===== src/rtl/mmio_acc_host_ctrl_if.sv =====
// Bus bundles for the MMIO accelerator host controller.
// mmio_bus_if: CPU register access. master = CPU, slave = controller.
// acc_cmd_if: accelerator command/response. master = controller, slave = accelerator.

interface mmio_bus_if #(
    parameter int ADDR_WIDTH = 8,
    parameter int DATA_WIDTH = 32
);
    logic                  req_valid;
    logic                  req_ready;
    logic                  req_write;
    logic [ADDR_WIDTH-1:0] req_addr;
    logic [DATA_WIDTH-1:0] req_wdata;
    logic                  resp_valid;
    logic [DATA_WIDTH-1:0] resp_rdata;

    modport master (
        output req_valid, req_write, req_addr, req_wdata,
        input  req_ready, resp_valid, resp_rdata
    );

    modport slave (
        input  req_valid, req_write, req_addr, req_wdata,
        output req_ready, resp_valid, resp_rdata
    );
endinterface

interface acc_cmd_if #(
    parameter int CFG_REG_WIDTH = 32,
    parameter int NUM_CFG_REGS  = 3
);
    logic                                  acc_input_valid;
    logic                                  acc_input_ready;
    logic [CFG_REG_WIDTH-1:0]              acc_funct;
    logic [NUM_CFG_REGS*CFG_REG_WIDTH-1:0] acc_cfg;
    logic                                  acc_output_valid;
    logic                                  acc_output_ready;
    logic [63:0]                           acc_data_out;
    logic                                  acc_busy;

    modport master (
        output acc_input_valid, acc_funct, acc_cfg, acc_output_ready,
        input  acc_input_ready, acc_output_valid, acc_data_out, acc_busy
    );

    modport slave (
        input  acc_input_valid, acc_funct, acc_cfg, acc_output_ready,
        output acc_input_ready, acc_output_valid, acc_data_out, acc_busy
    );
endinterface


===== src/rtl/mmio_acc_host_ctrl.sv =====
// Host-side initiator: MMIO register file (CTRL/STATUS/FUNCT/LATENCY/RESULT/CFG) driving one accelerator command per START.
// Latency: MMIO response one cycle after acceptance; register writes visible the next cycle.
// Backpressure: MMIO never stalls (req_ready=1 out of reset); accelerator command held until accepted, aborted on timeout.
// Ports: clock, reset (async active-low), mmio (slave side of mmio_bus_if), acc (master side of acc_cmd_if).

module mmio_acc_host_ctrl #(
    parameter int ADDR_WIDTH     = 8,
    parameter int CFG_REG_WIDTH  = 32,
    parameter int NUM_CFG_REGS   = 3,
    parameter int TIMEOUT_CYCLES = 1024
) (
    input  logic       clock,
    input  logic       reset,
    mmio_bus_if.slave  mmio,
    acc_cmd_if.master  acc
);
    localparam int W  = CFG_REG_WIDTH;
    localparam int WA = ADDR_WIDTH - 2;

    // Word indices (byte address >> 2)
    localparam logic [WA-1:0] A_CTRL   = WA'(0);
    localparam logic [WA-1:0] A_STATUS = WA'(1);
    localparam logic [WA-1:0] A_FUNCT  = WA'(2);
    localparam logic [WA-1:0] A_LAT    = WA'(3);
    localparam logic [WA-1:0] A_RLO    = WA'(4);
    localparam logic [WA-1:0] A_RHI    = WA'(5);
    localparam logic [WA-1:0] A_CFG0   = WA'(8);
    localparam logic [W-1:0]  TO_VAL   = W'(TIMEOUT_CYCLES);

    typedef enum logic [1:0] {S_IDLE, S_ISSUE, S_WAIT} state_t;

    state_t         state;
    logic [W-1:0]   funct;
    logic [W-1:0]   cfg_q [NUM_CFG_REGS];
    logic [63:0]    result;
    logic [W-1:0]   latency;
    logic           done;
    logic           timeout;
    logic           start_dropped;
    logic           req_ready;
    logic           resp_valid;
    logic [W-1:0]   resp_rdata;
    logic           input_valid;
    logic           output_ready;

    logic                    busy;
    logic                    accept;
    logic                    wr_en;
    logic [WA-1:0]           word;
    logic [WA-1:0]           cfg_off;
    logic                    cfg_hit;
    logic [NUM_CFG_REGS-1:0] cfg_sel;
    logic                    ctrl_wr;
    logic                    start_req;
    logic                    clr_req;
    logic [W-1:0]            rd_mux;

    assign busy      = (state != S_IDLE);
    assign accept    = mmio.req_valid && req_ready;
    assign wr_en     = accept && mmio.req_write;
    assign word      = mmio.req_addr[ADDR_WIDTH-1:2];
    assign cfg_off   = word - A_CFG0;
    assign cfg_hit   = (word >= A_CFG0) && (cfg_off < WA'(NUM_CFG_REGS));
    assign ctrl_wr   = wr_en && (word == A_CTRL);
    assign start_req = ctrl_wr && mmio.req_wdata[0];
    assign clr_req   = ctrl_wr && mmio.req_wdata[1];

    always_comb begin
        for (int i = 0; i < NUM_CFG_REGS; i++) begin
            cfg_sel[i] = cfg_hit && (cfg_off == WA'(i));
        end
    end

    always_comb begin
        rd_mux = '0;
        case (word)
            A_STATUS: rd_mux = W'({acc.acc_busy, start_dropped, timeout, done, busy});
            A_FUNCT:  rd_mux = funct;
            A_LAT:    rd_mux = latency;
            A_RLO:    rd_mux = W'(result[31:0]);
            A_RHI:    rd_mux = W'(result[63:32]);
            default: begin
                for (int i = 0; i < NUM_CFG_REGS; i++) begin
                    if (cfg_sel[i]) rd_mux = cfg_q[i];
                end
            end
        endcase
    end

    always_ff @(posedge clock or negedge reset) begin
        if (!reset) begin
            state         <= S_IDLE;
            funct         <= '0;
            for (int i = 0; i < NUM_CFG_REGS; i++) cfg_q[i] <= '0;
            result        <= '0;
            latency       <= '0;
            done          <= 1'b0;
            timeout       <= 1'b0;
            start_dropped <= 1'b0;
            req_ready     <= 1'b0;
            resp_valid    <= 1'b0;
            resp_rdata    <= '0;
            input_valid   <= 1'b0;
            output_ready  <= 1'b0;
        end else begin
            req_ready  <= 1'b1;
            resp_valid <= accept;
            resp_rdata <= (accept && !mmio.req_write) ? rd_mux : '0;

            // Configuration is frozen while a command is in flight.
            if (wr_en && !busy && (word == A_FUNCT)) funct <= mmio.req_wdata;
            for (int i = 0; i < NUM_CFG_REGS; i++) begin
                if (wr_en && !busy && cfg_sel[i]) cfg_q[i] <= mmio.req_wdata;
            end

            // Clear is applied before any same-cycle start or FSM event.
            if (clr_req) begin
                done          <= 1'b0;
                timeout       <= 1'b0;
                start_dropped <= 1'b0;
            end

            case (state)
                S_IDLE: begin
                    if (start_req) begin
                        state       <= S_ISSUE;
                        input_valid <= 1'b1;
                        done        <= 1'b0;
                        timeout     <= 1'b0;
                        latency     <= W'(1);
                    end
                end
                S_ISSUE: begin
                    if (start_req) start_dropped <= 1'b1;
                    if (latency == TO_VAL) begin
                        timeout     <= 1'b1;
                        input_valid <= 1'b0;
                        state       <= S_IDLE;
                    end else begin
                        if (latency != '1) latency <= latency + 1'b1;
                        if (acc.acc_input_ready) begin
                            input_valid  <= 1'b0;
                            output_ready <= 1'b1;
                            state        <= S_WAIT;
                        end
                    end
                end
                S_WAIT: begin
                    if (start_req) start_dropped <= 1'b1;
                    // A result arriving on the timeout cycle still counts as success.
                    if (acc.acc_output_valid) begin
                        result       <= acc.acc_data_out;
                        done         <= 1'b1;
                        output_ready <= 1'b0;
                        state        <= S_IDLE;
                    end else if (latency == TO_VAL) begin
                        timeout      <= 1'b1;
                        output_ready <= 1'b0;
                        state        <= S_IDLE;
                    end else if (latency != '1) begin
                        latency <= latency + 1'b1;
                    end
                end
                default: begin
                    state        <= S_IDLE;
                    input_valid  <= 1'b0;
                    output_ready <= 1'b0;
                end
            endcase
        end
    end

    assign mmio.req_ready   = req_ready;
    assign mmio.resp_valid  = resp_valid;
    assign mmio.resp_rdata  = resp_rdata;
    assign acc.acc_input_valid  = input_valid;
    assign acc.acc_output_ready = output_ready;
    assign acc.acc_funct        = funct;

    for (genvar g = 0; g < NUM_CFG_REGS; g++) begin : g_cfg
        assign acc.acc_cfg[g*W +: W] = cfg_q[g];
    end
endmodule

===== src/flat_wrapper.sv =====
// flat-port wrapper written by rule: the top's interface ports become plain ports
module mmio_acc_host_ctrl_flat 
#(
    parameter int ADDR_WIDTH     = 8,
    parameter int CFG_REG_WIDTH  = 32,
    parameter int NUM_CFG_REGS   = 3,
    parameter int TIMEOUT_CYCLES = 1024
)
  (clock, reset, mmio_req_valid, mmio_req_write, mmio_req_addr, mmio_req_wdata, mmio_req_ready, mmio_resp_valid, mmio_resp_rdata, acc_acc_input_valid, acc_acc_funct, acc_acc_cfg, acc_acc_output_ready, acc_acc_input_ready, acc_acc_output_valid, acc_acc_data_out, acc_acc_busy);
  mmio_bus_if #(.ADDR_WIDTH(ADDR_WIDTH)) mmio_i ();
  acc_cmd_if #(.CFG_REG_WIDTH(CFG_REG_WIDTH), .NUM_CFG_REGS(NUM_CFG_REGS)) acc_i ();
  input  logic clock;
  input  logic reset;
  input wire logic [$bits(mmio_i.req_valid)-1:0] mmio_req_valid;
  input wire logic [$bits(mmio_i.req_write)-1:0] mmio_req_write;
  input wire logic [$bits(mmio_i.req_addr)-1:0] mmio_req_addr;
  input wire logic [$bits(mmio_i.req_wdata)-1:0] mmio_req_wdata;
  output wire logic [$bits(mmio_i.req_ready)-1:0] mmio_req_ready;
  output wire logic [$bits(mmio_i.resp_valid)-1:0] mmio_resp_valid;
  output wire logic [$bits(mmio_i.resp_rdata)-1:0] mmio_resp_rdata;
  output wire logic [$bits(acc_i.acc_input_valid)-1:0] acc_acc_input_valid;
  output wire logic [$bits(acc_i.acc_funct)-1:0] acc_acc_funct;
  output wire logic [$bits(acc_i.acc_cfg)-1:0] acc_acc_cfg;
  output wire logic [$bits(acc_i.acc_output_ready)-1:0] acc_acc_output_ready;
  input wire logic [$bits(acc_i.acc_input_ready)-1:0] acc_acc_input_ready;
  input wire logic [$bits(acc_i.acc_output_valid)-1:0] acc_acc_output_valid;
  input wire logic [$bits(acc_i.acc_data_out)-1:0] acc_acc_data_out;
  input wire logic [$bits(acc_i.acc_busy)-1:0] acc_acc_busy;
  assign mmio_i.req_valid = mmio_req_valid;
  assign mmio_i.req_write = mmio_req_write;
  assign mmio_i.req_addr = mmio_req_addr;
  assign mmio_i.req_wdata = mmio_req_wdata;
  assign mmio_req_ready = mmio_i.req_ready;
  assign mmio_resp_valid = mmio_i.resp_valid;
  assign mmio_resp_rdata = mmio_i.resp_rdata;
  assign acc_acc_input_valid = acc_i.acc_input_valid;
  assign acc_acc_funct = acc_i.acc_funct;
  assign acc_acc_cfg = acc_i.acc_cfg;
  assign acc_acc_output_ready = acc_i.acc_output_ready;
  assign acc_i.acc_input_ready = acc_acc_input_ready;
  assign acc_i.acc_output_valid = acc_acc_output_valid;
  assign acc_i.acc_data_out = acc_acc_data_out;
  assign acc_i.acc_busy = acc_acc_busy;
  mmio_acc_host_ctrl #(.ADDR_WIDTH(ADDR_WIDTH), .CFG_REG_WIDTH(CFG_REG_WIDTH), .NUM_CFG_REGS(NUM_CFG_REGS), .TIMEOUT_CYCLES(TIMEOUT_CYCLES)) u_core (.clock(clock), .reset(reset), .mmio(mmio_i), .acc(acc_i));
endmodule

===== config.mk =====
export PLATFORM = sky130hd
export DESIGN_NAME = mmio_acc_host_ctrl_flat
export DESIGN_NICKNAME = d
export VERILOG_FILES = /design/src/rtl/mmio_acc_host_ctrl_if.sv /design/src/rtl/mmio_acc_host_ctrl.sv /design/src/flat_wrapper.sv
export SDC_FILE = /design/constraint.sdc
export NUM_CORES = 1
export LEC_CHECK = 0
export CAP_MARGIN = 5
export CORE_MARGIN = 5
export CORE_UTILIZATION = 25
export DETAILED_ROUTE_END_ITERATION = 8
export SYNTH_ARGS = -nofsm -noshare
export SYNTH_HDL_FRONTEND = slang
export SYNTH_SLANG_ARGS = --single-unit

===== constraint.sdc =====
create_clock -name clock -period 2.69 [get_ports clock]
set_clock_uncertainty 0.2 [all_clocks]
set_input_delay 0.538 -clock clock [delete_from_list [all_inputs] [get_ports clock]]
set_output_delay 0.538 -clock clock [all_outputs]
set_load 0.01 [all_outputs]

==> metrics.csv, run 1 <==
metric,value,unit
status,completed,
fin crit share,0.957,
post-synthesis area per instance,12.1,µm²
Startpoint Class,flop,
clock root buffer,clkbuf_16,
"commonest non-fill, non-tap cell in the layout",clkdlybuf4s50_1,
PD cells,601,nW/µm²
NumNets Final,1466,
Reg2Reg Capture Point,u_core.latency[13]$_DFFE_PN0P_,
layout cells sized above 1,0.273,
WHS Path Cells,5,
DR vias,9423,
H-tree levels,2,
die width,231,µm
Hold Crit Endpoint,u_core.start_dropped$_DFF_PN0_,
initial antenna violation count,0,
slew at the pin closest to its max-slew limit,0.741,ns
most frequent cells in the layout,"clkdlybuf4s50_1, dfrtp_1, mux2_2",
WP data arrival,2.80,ns
Final HPWL DP,29.9,mm
Crit path required time,2.92,ns
Initial Util,0.254,
Cell Rows,80,
DRC viols,0,
Worst-path clk slew,0.06,ns
"Seq/Total Area, Yosys",0.545,
WS Path Type,flop to flop,
Max Slew Vio Count,0,
number of clock sinks,265,
Iteration-0 DRC Markers,563,
critical path endpoint category,flop,
CP Cell Sequence,"nand2_1, or4_4, o41a_1, nand3_2, buf_4, buf_4, xor2_1, nor2_1",
Synth-to-Final Area Change,44.7,%
Max VDD drop,0.359,mV
Yosys warning total,0,
synthesized area,12200,µm²
Layout Utilization,0.367,
total power,0.0106,W
Hold Path Origin,mmio_req_addr[2],
DRT Wirelength,41.7,mm
Peak Freq,0.388,GHz
Slew HR,0.505,
"Remaining Overflow, GRT",0,
largest net degree at the start of global routing,59,
Critical Path Max Stage Delay,0.60,ns
cell mode on critical path,buf_4,
total core area,47900,µm²
# diodes,0,
RD Place Congestion,0.841,
Final ANT Viol Nets,0,
Worst-Skew Late Latency,0.54,ns
Reg2Reg Depth,8,
synth top area cells,"dfrtp_1, mux2_2, mux2i_1, nand2_1, nor2_1",
syn nets,1126,
Die Area,53200,µm²
leakage power,7.83,nW
Tmin final,2.58,ns
Synth top area share,0.545,
setup violators final,0,
clock tree from TritonCTS,yes,
RR Startpoint,u_core.latency[18]$_DFFE_PN0P_,
wire per inst,21.0,µm
vias in the first global route,10257,
crit-path leading delay family,simple AND/OR/NAND/NOR gates,
I/O pins,275,
# port buffers,272,
Max Cap Viol,0,
vias per cell,4.74,
Crit-path slowest cell,or4_4,
reg2reg setup slack,0.11,ns
buffers and inverters on the worst path,2,
number of library cell types mapped by synthesis,56,
First-pass DRT Iterations,5,
Final Hold Vio Count,0,
Hold WC Path Type,input pin to flop,
TritonCTS Buffers,34,
crit-path max FO,8,
gr usage total,0.153,
#FFs+latches synth,265,
Synth Instances,1008,
Max clock buf depth,3,
Die Y,231,µm
largest area contributor in the netlist,dfrtp_1,
first-pass GRT wire length,63.1,mm
## worst max-delay path by stage
stage	startpoint	to	slack (ns)	depth (start not counted)
final	u_core.latency[18]$_DFFE_PN0P_	u_core.latency[13]$_DFFE_PN0P_	0.11	8
after global routing	u_core.state[0]$_DFFE_PN0P_	u_core.latency[13]$_DFFE_PN0P_	-0.01	10
after CTS	u_core.latency[14]$_DFFE_PN0P_	u_core.latency[13]$_DFFE_PN0P_	0.008	8
after detailed placement	mmio_req_addr[5]	u_core.latency[20]$_DFFE_PN0P_	-0.55	10
after global placement	mmio_req_addr[6]	u_core.latency[20]$_DFFE_PN0P_	-0.56	10
after floorplan	mmio_req_addr[6]	u_core.latency[20]$_DFFE_PN0P_	0.05	7
## power by group
part	total [W]	internal [W]	switching, W
Combinational	0.00127	0.000675	0.000590
Sequential	0.00444	0.00423	0.000203
Clock	0.00488	0.00308	0.00180
Total	0.0106	0.00799	0.00259
## through the flow
stage / cell area (µm²) / hold WS [ns] / std cells / setup TNS (ns) / setup slack (ns)
after CTS: 17500 / 0.244 / 1982 / 0 / 0.00804
final: 17600 / 0.272 / 1987 / 0 / 0.115
after detailed placement: 16300 / 0.294 / 1921 / -72.81 / -0.550
after floorplan: 12200 / 0.0424 / 1008 / 0 / 0.0517
after global routing: 17600 / 0.302 / 1987 / -0.0143 / -0.0143
after global placement: 16300 / 0.288 / 1921 / -69.50 / -0.558
## flip-flops by register name (all words and copies together), names as in the netlist, 2 cells and up
signal	cells
u_core.mmio.resp_rdata	32
u_core.latency	32
u_core.acc.acc_funct	32
u_core.acc.acc_cfg	96
u_core.state	2
u_core.result	64
## area by class of cell
class / count / area [µm²]
clock buffers: 42 / 942
clock inverters: 18 / 270
fillers: 4650 / 30300
flip-flops and latches: 265 / 6630
repair buffers: 365 / 3660
multi-input cells: 670 / 5290
well taps: 615 / 769
inverters: 12 / 45.0
## worst reg2reg max path, cell delays in order, from the launching register on
cell     delay [ns]
dfrtp_1        0.42
nand2_1        0.11
or4_4          0.60
o41a_1         0.49
nand3_2        0.15
buf_4          0.16
buf_4          0.12
xor2_1         0.15
nor2_1         0.05
## layer usage
metal,track usage,wire (µm),vias to the layer above
li1,-,-,4331
met1,0.203,18300,4739
met2,0.240,19100,287
met3,0.0476,3150,66
met4,0.0494,1200,0
met5,0,0,-
## logic make-up after synthesis
logic type	Yosys count	synth area share
XOR/XNOR	17	0.0122
flip-flops	265	0.545
adder cells (fa/ha/maj)	7	0.00720
AO/OA/AOI/OAI	144	0.0768
buffers and inverters	73	0.0277
AND/OR/NAND/NOR	243	0.0988
other	1	0.000308
multiplexers	258	0.232
## synthesized netlist by cell type (all sizes together)
cell type,count
dfrtp,265
mux2,192
nand2,82
mux2i,66
nor2,66
a21oi,47
clkbuf,46
o21ai,46
a221oi,27
nand3,22
buf,15
inv,12
nor3,12
nor4,12
xnor2,11
and3,8
and2,7
ha,7
nand2b,6
nand4,6
or3,6
xor2,6
a222oi,5
or4,5
and4,3
o31ai,3
or2,3
a211oi,2
a21o,2
a31oi,2
a41o,2
nor2b,2
nor4b,2
o21a,2
a2111oi,1
a22oi,1
a41oi,1
conb,1
o211ai,1
o32a,1
o41a,1
or4b,1
## what timing repair did
action | in CTS | in global routing
setup buffers | 0 | 4
hold buffers | 1 | 0
setup endpoints to repair | 0 | 34
resized for setup | 0 | 9
hold endpoints to repair | 52 | 0
Note: power is estimated with default switching activity, not from simulation.
==> inputs of run 2 (changes only) <==
- CORE_MARGIN: 5 -> default
- SKIP_CTS_REPAIR_TIMING: default -> 1
==> run 2 against run 1 <==
Effect of this change:
- final cell count fell by 0.35%
- combinational power about the same
- clock power about the same
- cell area shrank 0.15%
- total power shrank 0.34%
- first-iteration DRC count fell by 14%
- count of clock-buffer cells in the layout is 2 higher
- non-clock buffer count is 5 lower
- sequential share of layout area hardly changed
==> metrics.csv, run 2 (synthesized netlist as in run 1, its figures left out) <==
metric,value,unit,change
first-pass GRT wire length,63.2,mm,+0.23%
PD cells,600,nW/µm²,-0.20%
total power,0.0105,W,-0.34%
# port buffers,272,,unchanged
leakage power,7.80,nW,-0.40%
status,completed,,
Startpoint Class,input pin,,
Iteration-0 DRC Markers,486,,-14%
max reg flops,96,,unchanged
Final ANT Viol Nets,0,,unchanged
Max Slew Vio Count,0,,unchanged
"Remaining Overflow, GRT",0,,unchanged
fin crit share,0.971,,+0.0141
number of clock sinks,265,,unchanged
WS Path Type,input pin to flop,,
die width,223,µm,-3.5%
largest net degree at the start of global routing,64,,+8.5%
Layout Utilization,0.367,,about the same
Tmin final,2.61,ns,+0.0380 ns
DR vias,9378,,-0.48%
Peak Freq,0.383,GHz,-1.5%
most frequent cells in the layout,"clkdlybuf4s50_1, dfrtp_1, mux2_2",,
I/O pins,275,,unchanged
gr usage total,0.169,,+0.0160
TritonCTS Buffers,34,,unchanged
# diodes,0,,unchanged
Hold WC Path Type,flop to flop,,
Die Y,223,µm,-3.5%
Crit-path slowest cell,clkdlybuf4s50_1,,
clock tree from TritonCTS,yes,,
crit-path leading delay family,simple AND/OR/NAND/NOR gates,,
Final Non-Filler Cells,1980,,-0.35%
CP Cell Sequence,"clkdlybuf4s50_1, nor4_4, a41oi_4, or2_2, buf_4, nor4b_1, xnor2_1, nor2_1",,
setup violators final,0,,unchanged
Worst-path clk slew,0.06,ns,about the same
slew at the pin closest to its max-slew limit,0.589,ns,-0.152 ns
"commonest non-fill, non-tap cell in the layout",clkdlybuf4s50_1,,
Crit path required time,2.93,ns,about the same
RD Place Congestion,0.819,,-2.5%
Die Area,49600,µm²,-6.8%
Max clock buf depth,3,,unchanged
clock root buffer,clkbuf_16,,
vias per cell,4.74,,-0.13%
DRC viols,0,,unchanged
Synth-to-Final Area Change,44.4,%,
buffers and inverters on the worst path,2,,unchanged
initial antenna violation count,0,,unchanged
First-pass DRT Iterations,7,,+2
critical path endpoint category,flop,,
NumNets Final,1461,,-0.34%
WP data arrival,2.85,ns,+0.05 ns
Max VDD drop,0.414,mV,+15%
Worst-Skew Late Latency,0.55,ns,about the same
Initial Util,0.254,,+0.000531
FILL cells,4692,,+0.90%
layout cells sized above 1,0.267,,-0.00520
total core area,47800,µm²,-0.21%
Cell Rows,80,,unchanged
DRT Wirelength,41.8,mm,+0.17%
crit-path max FO,9,,+1
Critical Path Max Stage Delay,0.47,ns,-0.13 ns
Final HPWL DP,28.7,mm,-3.8%
wire per inst,21.1,µm,+0.52%
sum of negative setup slack,0,ns,unchanged
Max Cap Viol,0,,unchanged
Slew HR,0.607,,+0.103
H-tree levels,2,,unchanged
placed insts,1917,,-0.21%
Final Hold Vio Count,0,,unchanged
vias in the first global route,9905,,-3.4%
run 2: per-layer routing:
metal	vias up	global-route usage	share of wire
li1	4318	-	-
met1	4708	0.230	0.46
met2	292	0.261	0.46
met3	58	0.0435	0.063
met4	2	0.0496	0.021
met5	-	0.0156	0.0025
run 2: stage by stage:
step | hold WS (ns) | worst slack [ns] | cell area [µm²]
finish | 0.304 | 0.0768 | 17600
global route | 0.325 | -0.0169 | 17600
CTS | -0.276 | -0.0781 | 17400
detailed placement | 0.296 | -0.665 | 16200
global placement | 0.289 | -0.651 | 16200
floorplan | 0.0424 | 0.0517 | 12200
run 2: area by class of cell:
cell class                      count  area, µm²  share of cell area
Sequential cell                   265       6630               0.377
Multi-Input combinational cell    670       5290               0.301
Clock buffer                       44        970              0.0552
Tap cell                          615        769              0.0438
Inverter                           12       45.0             0.00256
Timing Repair Buffer              360       3640               0.207
Clock inverter                     14        230              0.0131
run 2: power breakdown:
group / leakage (nW) / switching, W / internal, W
clock: 0.583 / 0.00182 / 0.00303
combinational: 3.56 / 0.000585 / 0.000674
sequential: 3.66 / 0.000204 / 0.00423
run 2: path summary, 6_finish.rpt:
path | from | endpoint | slack [ns] | cells after the start
hold / removal | u_core.result[24]$_DFFE_PN0P_ | u_core.result[24]$_DFFE_PN0P_ | 0.30 | 1
min in group asynchronous | reset | u_core.acc.acc_funct[1]$_DFFE_PN0P_ | 0.33 | 2
hold reg to reg | u_core.result[24]$_DFFE_PN0P_ | u_core.result[24]$_DFFE_PN0P_ | 0.30 | 1
setup / recovery | mmio_req_addr[4] | u_core.latency[10]$_DFFE_PN0P_ | 0.08 | 8
max in group asynchronous | reset | u_core.result[34]$_DFFE_PN0P_ | 1.17 | 3
setup reg to reg | u_core.state[0]$_DFFE_PN0P_ | u_core.latency[29]$_DFFE_PN0P_ | 0.11 | 10
